**src/rtl/pipe_hazard_ctrl_pkg.sv**
```systemverilog
// Shared definitions for the pipeline hazard controller: state encodings,
// register-index width and the default memory-wait timeout.
package pipe_hazard_ctrl_pkg;

  localparam int REG_IDX_W           = 5;
  localparam int WAIT_CNT_W          = 8;
  localparam int MEM_TIMEOUT_DEFAULT = 255;

  typedef enum logic [1:0] {
    RUN      = 2'd0,
    MEM_WAIT = 2'd1,
    ERR      = 2'd2
  } hz_state_e;

endpackage

```
**src/rtl/pipe_hazard_ctrl_hazard_cmp.sv**
```systemverilog
// Load-use comparator: flags an ID instruction that reads the destination of a
// load currently in EX. Writes to x0 never create a dependency.
module hazard_cmp
  import pipe_hazard_ctrl_pkg::*;
(
  input  logic [REG_IDX_W-1:0] rs1_idx,
  input  logic [REG_IDX_W-1:0] rs2_idx,
  input  logic                 rs1_used,
  input  logic                 rs2_used,
  input  logic [REG_IDX_W-1:0] rd_idx,
  input  logic                 rd_wben,
  input  logic                 rd_is_load,
  output logic                 load_use
);

  assign load_use = rd_is_load & rd_wben & (rd_idx != '0) &
                    ((rs1_used & (rs1_idx == rd_idx)) |
                     (rs2_used & (rs2_idx == rd_idx)));

endmodule

```
**src/rtl/pipe_hazard_ctrl.sv**
```systemverilog
// Pipeline hazard controller: load-use bubbles, redirect flushes and data-memory
// wait/timeout handling. Optional perf counters under `HAZ_PERF_CNT_EN.
module pipe_hazard_ctrl
  import pipe_hazard_ctrl_pkg::*;
#(
  parameter int MEM_TIMEOUT = MEM_TIMEOUT_DEFAULT
) (
  input  logic                 clk,
  input  logic                 rst,
  input  logic [REG_IDX_W-1:0] id_rs1_idx,
  input  logic [REG_IDX_W-1:0] id_rs2_idx,
  input  logic                 id_rs1_used,
  input  logic                 id_rs2_used,
  input  logic [REG_IDX_W-1:0] ex_rd_idx,
  input  logic                 ex_wben,
  input  logic                 ex_is_load,
  input  logic                 ex_redirect,
  input  logic                 lsu_req,
  input  logic                 lsu_ready,
  output logic                 pc_en,
  output logic                 ifid_en,
  output logic                 idex_en,
  output logic                 exmem_en,
  output logic                 flush_ifid,
  output logic                 flush_idex,
  output logic                 mem_timeout,
  output logic [1:0]           state_o
`ifdef HAZ_PERF_CNT_EN
  ,
  output logic [31:0]          stall_cnt,
  output logic [31:0]          flush_cnt
`endif
);

  localparam logic [WAIT_CNT_W:0] TIMEOUT_V = (WAIT_CNT_W+1)'(MEM_TIMEOUT);

  hz_state_e               state, state_next;
  logic [WAIT_CNT_W-1:0]   wait_cnt;
  logic [WAIT_CNT_W:0]     wait_inc;
  logic                    load_use;
  logic                    mem_stall;
  logic                    timeout_hit;
  logic                    redirect_taken;

  hazard_cmp u_cmp (
    .rs1_idx    (id_rs1_idx),
    .rs2_idx    (id_rs2_idx),
    .rs1_used   (id_rs1_used),
    .rs2_used   (id_rs2_used),
    .rd_idx     (ex_rd_idx),
    .rd_wben    (ex_wben),
    .rd_is_load (ex_is_load),
    .load_use   (load_use)
  );

  assign mem_stall = lsu_req & ~lsu_ready;
  // ERR is entered after exactly MEM_TIMEOUT consecutive MEM_WAIT cycles.
  assign wait_inc    = {1'b0, wait_cnt} + 1'b1;
  assign timeout_hit = (wait_inc == TIMEOUT_V);
  assign state_o     = state;

  always_ff @(posedge clk) begin
    if (rst) begin
      state       <= RUN;
      wait_cnt    <= '0;
      mem_timeout <= 1'b0;
    end else begin
      state    <= state_next;
      wait_cnt <= (state == MEM_WAIT && state_next == MEM_WAIT) ? wait_inc[WAIT_CNT_W-1:0] : '0;
      if (state_next == ERR)
        mem_timeout <= 1'b1;
    end
  end

  always_comb begin
    state_next     = state;
    pc_en          = 1'b1;
    ifid_en        = 1'b1;
    idex_en        = 1'b1;
    exmem_en       = 1'b1;
    flush_ifid     = 1'b0;
    flush_idex     = 1'b0;
    redirect_taken = 1'b0;
    case (state)
      RUN: begin
        // A pending memory access freezes everything and masks EX/ID hazards.
        if (mem_stall) begin
          {pc_en, ifid_en, idex_en, exmem_en} = 4'b0000;
          state_next = MEM_WAIT;
        end else if (ex_redirect) begin
          flush_ifid     = 1'b1;
          flush_idex     = 1'b1;
          redirect_taken = 1'b1;
        end else if (load_use) begin
          pc_en      = 1'b0;
          ifid_en    = 1'b0;
          flush_idex = 1'b1;
        end
      end
      MEM_WAIT: begin
        if (lsu_ready) begin
          state_next = RUN;
        end else begin
          {pc_en, ifid_en, idex_en, exmem_en} = 4'b0000;
          if (timeout_hit)
            state_next = ERR;
        end
      end
      ERR: begin
        {pc_en, ifid_en, idex_en, exmem_en} = 4'b0000;
        flush_ifid = 1'b1;
        flush_idex = 1'b1;
      end
      default: begin
        {pc_en, ifid_en, idex_en, exmem_en} = 4'b0000;
        flush_ifid = 1'b1;
        flush_idex = 1'b1;
        state_next = RUN;
      end
    endcase
    // During reset every stage register loads a bubble.
    if (rst) begin
      {pc_en, ifid_en, idex_en, exmem_en} = 4'b1111;
      flush_ifid     = 1'b1;
      flush_idex     = 1'b1;
      redirect_taken = 1'b0;
      state_next     = RUN;
    end
  end

`ifdef HAZ_PERF_CNT_EN
  always_ff @(posedge clk) begin
    if (rst) begin
      stall_cnt <= '0;
      flush_cnt <= '0;
    end else begin
      if (!pc_en)
        stall_cnt <= stall_cnt + 32'd1;
      if (redirect_taken)
        flush_cnt <= flush_cnt + 32'd1;
    end
  end
`endif

endmodule

```
**config.mk**
```make
export PLATFORM = sky130hd
export DESIGN_NAME = pipe_hazard_ctrl
export DESIGN_NICKNAME = d
export VERILOG_FILES = /design/src/rtl/pipe_hazard_ctrl_pkg.sv /design/src/rtl/pipe_hazard_ctrl_hazard_cmp.sv /design/src/rtl/pipe_hazard_ctrl.sv
export SDC_FILE = /design/constraint.sdc
export NUM_CORES = 1
export LEC_CHECK = 0
export BUFFER_PORTS_ARGS = -buffer_cell sky130_fd_sc_hd__buf_2
export CORE_AREA = 2 2 47 49
export CTS_BUF_LIST = sky130_fd_sc_hd__clkbuf_2 sky130_fd_sc_hd__clkbuf_4 sky130_fd_sc_hd__clkbuf_8
export CTS_CLUSTER_DIAMETER = 40
export CTS_CLUSTER_SIZE = 28
export DETAILED_ROUTE_END_ITERATION = 8
export DIE_AREA = 0 0 49 51
export GPL_TIMING_DRIVEN = 1
export HOLD_SLACK_MARGIN = 0.08
export PLACE_DENSITY = 0.72
export SLEW_MARGIN = 5
export SYNTH_ARGS = -nofsm -noshare
export SYNTH_HDL_FRONTEND = slang
export SYNTH_SLANG_ARGS = --single-unit
export TNS_END_PERCENT = 10
```
**constraint.sdc**
```tcl
create_clock -name clk -period 2.6 [get_ports clk]
set_input_delay 0.52 -clock clk [delete_from_list [all_inputs] [get_ports clk]]
set_output_delay 0.52 -clock clk [all_outputs]
set_load 0.01 [all_outputs]
```
==> flow_summary.json, run 1 <==
{
  "powerDensity_mw_per_mm2": 377,
  "final_nets": 150,
  "ys_seq_area_share_pct": 29.2,
  "timing.rr.end": "mem_timeout",
  "place_inst": 147,
  "period_share_pct": 85.3,
  "cts.reportedPaths.clkPinSlew_ns": 0.07,
  "synth.avg_cell_area_um2": 8.48,
  "htreeDepth": 1,
  "netlist_instances": 89,
  "wirelength_um": 1860,
  "grtUsageTotal_pct": 15.4,
  "synth_top_family_by_area": "simple AND/OR/NAND/NOR gates",
  "reg2reg_from": "wait_cnt[0]",
  "clock_skew_ns": 0.000956,
  "postCtsSetupBuffers": 0,
  "yosys.area_share.simple_pct": 27.4,
  "final_cells": 151,
  "crit_chain": "buf_2 > xor2_1 > nor4_1 > a32oi_1 > o31a_1 > buf_2",
  "yosys.area_share.xor_xnor_pct": 19.7,
  "max_freq_mhz": 451,
  "cp.required_ns": 2.08,
  "die_h_um": 51,
  "crit_top_cell": "buf_2",
  "final_util_pct": 46.8,
  "p_total_uw": 364,
  "critPathMaxStageDelay_ns": 0.32,
  "synth_area_leaders": "dfxtp_1 (29%), xor2_1 (13%), nor3_1 (7.3%)",
  "die_width_um": 49,
  "fillers": 210,
  "drc": 0,
  "cts_tree": "yes",
  "whs_ns": 0.511,
  "hold_viol_final": 0,
  "dr.pass1.iters": 4,
  "drt_iter0_drc": 12,
  "yosys_warnings": 0,
  "ctsResizeCount": 0,
  "slew_violations": 0,
  "grt_setup_unrepaired": "no",
  "via_count": 777,
  "final-setup-viol-count": 0,
  "hold_class": "flop to flop",
  "async_flop_share_pct": 0,
  "ff2ff_path_depth": 4,
  "hold_start": "mem_timeout",
  "r2r_slack_ns": 1.07,
  "clockBufferDepth": 2,
  "crit_path_end_kind": "output pin",
  "top_level_ports": 33,
  "drive_gt1_share_pct": 32.5,
  "antenna_found_initial": 0,
  "p_leak_uw": 0.000391,
  "ys_ff_latch": 11,
  "status": "finished, final reports clean",
  "insertion_delay_ns": 0.28,
  "synth_compound_area_share_pct": 15.9,
  "crit_type": "input port to output pin",
  "post_synth_num_cell_types": 31,
  "cp_slowest_cell": "o31a_1",
  "grt_pass1_wl_um": 2950,
  "synth_flop_cell": "dfxtp_1",
  "synth_fa_ha_area_share_pct": 3.32,
  "cts-buffers-inserted": 3,
  "start_util_pct": 36.6,
  "worst_pin_slew_ns": 0.340,
  "antenna_left": 0,
  "dp_hpwl_um": 1460,
  "slew-limit-headroom_pct": 77.0,
  "hold_depth": 1,
  "irDropWorstVdd_uv": 213,
  "critPathTopFamily": "compound AO/OA/AOI/OAI gates",
  "grt_overflow": 0,
  "clkSinkCount": 11,
  "numPortBuffers": 32,
  "syn2layout_area_growth_pct": 27.9,
  "arrival_ns": 1.70,
  "maxCapViolCount": 0,
  "grt_pass1_vias": 679,
  "root_buffer": "clkbuf_4",
  "place_congestion": 0.773,
  "min_to": "mem_timeout",
  "antenna_cells": 0,
  "synth_edf_count": 0,
  "setup_tns_ns": 0,
  "period_minus_slack_ns": 2.22,
  "crit_path_start_kind": "input port",
  "coreArea_mm2": 0.00206,
  "synth_area_um2": 754,
  "synthMuxAreaShare_pct": 0,
  "yosysTopAreaCell": "dfxtp_1",
  "vias_per_cell": 5.15,
  "critPathMaxFanout": 3,
  "hold_buffers": 0,
  "wl_per_cell_um": 12.3,
  "synth_top_area_share_pct": 29.2,
  "grt_max_degree": 11,
  "die_area_mm2": 0.00250,
  "crit_buf_inv": 2,
  "rows": 17,
  "syn-num-nets": 115
}
==> where the power goes <==
group | total [uW] | internal (uW) | leakage [uW] | switching [uW]
clock network | 131 | 70.0 | 0.0000184 | 60.8
logic | 61.2 | 30.9 | 0.000284 | 30.4
registers | 172 | 169 | 0.0000888 | 2.19
==> final cells by class <==
type	count	area (um2)	area share, %
clock buffers	4	30.0	3.11
inverters	5	18.8	1.95
multi-input cells	71	500	51.9
flip-flops and latches	11	220	22.8
well taps	28	35.0	3.63
repair buffers	32	160	16.6
==> per-stage QoR <==
step / setup WS (ns) / area (um2)
final: 0.383 / 965
after global routing: 0.240 / 965
after CTS: 0.370 / 965
after detailed placement: 0.372 / 935
after global placement: 0.401 / 935
after floorplan: 0.521 / 754
==> state kept, by name, indices dropped and copies added, names as in the netlist <==
register,cells
mem_timeout,1
state_o,2
wait_cnt,8
==> cell families (layout without fill, tap and decap cells) <==
kind of cell	Yosys count	in the layout
xor+xnor	17	17
simple gates	39	39
fa+ha+maj	2	2
buf+inv	7	41
flops	11	11
compound gates	13	13
==> worst max path at each step <==
stage,end,startpoint,depth (start not counted)
after floorplan,pc_en,ex_rd_idx[3],5
after global placement,pc_en,ex_rd_idx[3],6
after detailed placement,pc_en,ex_rd_idx[3],6
after CTS,pc_en,ex_rd_idx[3],6
after global routing,ifid_en,ex_rd_idx[3],6
final,pc_en,ex_rd_idx[3],6
==> cells in the mapped netlist, drive strengths merged (2+ instances only) <==
cell / count
xor2: 11
nand2: 6
nor4: 2
nand4: 3
and2: 2
buf: 2
dfxtp: 11
ha: 2
xnor2: 6
o21ai: 2
nand3: 3
nor3: 11
nor3b: 2
inv: 5
nor2: 6
==> cells in the final DEF, fill, tap and decap left out, types with 2 or more instances in the layout <==
master / n
buf_2: 32
xor2_1: 11
nor3_1: 11
dfxtp_1: 11
xnor2_1: 6
nor2_1: 6
nand2_1: 6
inv_1: 5
clkbuf_4: 4
nand4_1: 3
nand3_1: 3
nor4_1: 2
o21ai_0: 2
nor3b_1: 2
ha_1: 2
==> routing by layer <==
layer / vias up / GRT usage (%) / routed length, um
li1: 389 / - / -
met1: 343 / 16.4 / 777
met2: 42 / 27.4 / 870
met3: 3 / 4.68 / 180
met4: 0 / 8.57 / 30
met5: - / 0 / 0
==> worst reg2reg max path: stages (launching register included) <==
cell and delay, ns:
dfxtp_1 0.45, ha_1 0.28, nand4b_1 0.20, a21oi_4 0.34
a221o_1 0.20
No activity file was read; power rests on OpenSTA's default activity.
==> run 2, diff against run 1 <==
--- a/config.mk
+++ b/config.mk
@@ -6,17 +6,18 @@
 export NUM_CORES = 1
 export LEC_CHECK = 0
 export BUFFER_PORTS_ARGS = -buffer_cell sky130_fd_sc_hd__buf_2
-export CORE_AREA = 2 2 47 49
+export CORE_AREA = 2 2 45 47
 export CTS_BUF_LIST = sky130_fd_sc_hd__clkbuf_2 sky130_fd_sc_hd__clkbuf_4 sky130_fd_sc_hd__clkbuf_8
 export CTS_CLUSTER_DIAMETER = 40
 export CTS_CLUSTER_SIZE = 28
 export DETAILED_ROUTE_END_ITERATION = 8
-export DIE_AREA = 0 0 49 51
+export DIE_AREA = 0 0 47 49
 export GPL_TIMING_DRIVEN = 1
 export HOLD_SLACK_MARGIN = 0.08
-export PLACE_DENSITY = 0.72
+export PLACE_DENSITY = 0.73
 export SLEW_MARGIN = 5
 export SYNTH_ARGS = -nofsm -noshare
 export SYNTH_HDL_FRONTEND = slang
+export SYNTH_HIERARCHICAL = 1
 export SYNTH_SLANG_ARGS = --single-unit
 export TNS_END_PERCENT = 10
==> run 2 against run 1 <==
Compared with the run above:
- die area fell by 7.8%
- global-route usage fell by 2.1 points
- fmax fell by 4.0%
- sequential power barely moved
- largest power group unchanged
- highest routed layer unchanged
==> flow_summary.json, run 2 <==
{
  "die_area_mm2": 0.00230,
  "drt_iter0_drc": 1,
  "slew-limit-headroom_pct": 77.2,
  "clockBufferDepth": 2,
  "root_buffer": "clkbuf_4",
  "htreeDepth": 1,
  "status": "finished, final reports clean",
  "ys_seq_area_share_pct": 32.2,
  "antenna_cells": 0,
  "wl_per_cell_um": 9.88,
  "synth_fa_ha_area_share_pct": 3.66,
  "synth_flop_cell": "dfxtp_1",
  "period_minus_slack_ns": 2.31,
  "worst_pin_slew_ns": 0.340,
  "syn2layout_area_growth_pct": 30.6,
  "grt_pass1_vias": 624,
  "p_comb_share_pct": 16.4,
  "grt_max_degree": 8,
  "synth_area_um2": 683,
  "max_freq_mhz": 433,
  "synthTopCellsByCount": "nor2_1 (13), dfxtp_1 (11), xor2_1 (9), xnor2_1 (7)",
  "yosys.area_share.xor_xnor_pct": 20.5,
  "top_register": "wait_cnt",
  "grt_pass1_wl_um": 2210,
  "coreArea_mm2": 0.00184,
  "antenna_found_initial": 0,
  "synth_edf_count": 0,
  "clkPwrFrac_pct": 35.1,
  "clkSinkCount": 11,
  "synthMuxAreaShare_pct": 0,
  "final_nets": 143,
  "critPathMaxFanout": 3,
  "period_share_pct": 88.9,
  "r2r_slack_ns": 1.10,
  "numPortBuffers": 32,
  "grtUsageTotal_pct": 13.3,
  "die_width_um": 47,
  "ctsResizeCount": 0,
  "ys_ff_latch": 11,
  "rows": 16,
  "synth_area_leaders": "dfxtp_1 (32%), xor2_1 (12%), xnor2_1 (9.0%)",
  "antenna_left": 0,
  "syn-num-nets": 108,
  "wirelength_um": 1410,
  "die_h_um": 49,
  "p_leak_uw": 0.000392,
  "maxCapViolCount": 0,
  "crit_path_start_kind": "input port",
  "dp_hpwl_um": 1190,
  "insertion_delay_ns": 0.27,
  "postCtsSetupBuffers": 0,
  "ff2ff_path_depth": 5,
  "clock_skew_ns": 0.00843,
  "arrival_ns": 1.79,
  "final_common_cell": "buf_2",
  "drc": 0,
  "cts_tree": "yes",
  "vias_per_cell": 4.68,
  "yosys_warnings": 6,
  "yosysMostFrequentCell": "nor2_1",
  "hold_viol_final": 0,
  "slew_violations": 0,
  "yosysTopAreaCell": "dfxtp_1",
  "hold_depth": 2,
  "hold_class": "input port to flop",
  "netlist_instances": 82,
  "crit_type": "input port to output pin",
  "critPathMaxStageDelay_ns": 0.32,
  "yosys.area_share.simple_pct": 25.5,
  "final_util_pct": 48.4,
  "hold_buffers": 0,
  "dr.pass1.iters": 2,
  "final-setup-viol-count": 0,
  "p_switching_uw": 84.2,
  "synth_top_family_by_area": "simple AND/OR/NAND/NOR gates",
  "synth_top_area_share_pct": 32.2,
  "layout_common_cells": "buf_2 (32), nor2_1 (13), dfxtp_1 (11)",
  "post_synth_num_cell_types": 26,
  "cts.reportedPaths.clkPinSlew_ns": 0.07,
  "grt_overflow": 0,
  "grt_setup_unrepaired": "no",
  "place_ws_ns": 0.256,
  "switching_share_pct": 23.8,
  "largest_reg_flops": 8,
  "drive_gt1_share_pct": 36.2,
  "top_level_ports": 33,
  "powerDensity_mw_per_mm2": 396,
  "cp_slowest_cell": "nor4_1",
  "seq_power_share_pct": 48.5,
  "start_util_pct": 37.1,
  "cts-buffers-inserted": 3,
  "crit_path_end_kind": "output pin",
  "place_congestion": 0.705,
  "synth_compound_area_share_pct": 12.6,
  "crit_top_cell": "buf_2",
  "irDropWorstVdd_uv": 330,
  "setup_tns_ns": 0,
  "synth.avg_cell_area_um2": 8.33,
  "crit_chain": "buf_2 > xor2_1 > nor4_1 > nand3_1 > a21oi_1 > nand2_1 > a21o_1 > buf_2",
  "setup_slack_ns": 0.289,
  "async_flop_share_pct": 0,
  "via_count": 669,
  "cp.required_ns": 2.08,
  "internal_power_uw": 269
}
## run 2: kinds of logic (layout without fill, tap and decap cells)
family,Yosys count,in the layout
xor gates and xnor gates,16,16
AOI/OAI and AO/OA,12,12
DFF,11,11
and+or+nand+nor,33,33
adders and majority gates,2,2
buffers and inverters,8,42
## run 2: final timing paths
check                             startpoint     endpoint
worst max-delay path            ex_rd_idx[1]        pc_en
worst min register to register   wait_cnt[0]  wait_cnt[0]
worst min-delay path                     rst  mem_timeout
worst max register to register   wait_cnt[0]  wait_cnt[6]
## run 2: critical path: cells and delay by family
family                 cells  cell delay (ns)
AND/OR/NAND/NOR            3             0.51
AO/OA/AOI/OAI              2             0.36
buffers and inverters      2             0.25
XOR/XNOR                   1             0.15
## run 2: layer usage
layer | wire length (um) | GRT usage, % | vias up
met3 | 173 | 6.30 | 4
met1 | 520 | 10.8 | 289
li1 | - | - | 346
met2 | 690 | 25.1 | 30
met5 | 0 | 0 | -
met4 | 27 | 5.56 | 0
## run 2: layout make-up
cell class,count,area (um2)
inverter,6,22.5
sequential,11,220
fill,190,950
timing repair buffer,32,160
tap,27,33.8
clock buffer,4,30.0
multi-input combinational,63,425
## run 2: through the flow
stage,instances,total power [uW],hold WS (ns),area (um2)
after CTS,143,357,0.484,892
after floorplan,82,203,0.441,683
after global routing,143,369,0.497,892
final,143,353,0.482,892
after global placement,139,232,0.459,862
after detailed placement,139,233,0.482,862
## run 2: power groups by stage
stage          clock, uW  combinational [uW]  sequential [uW]
3_5_place_dp           0                58.0              175
2_1_floorplan          0                27.9              175
3_3_place_gp           0                56.8              175
4_1_cts              128                58.4              171
6_report             124                57.9              171
5_1_grt              134                63.7              171
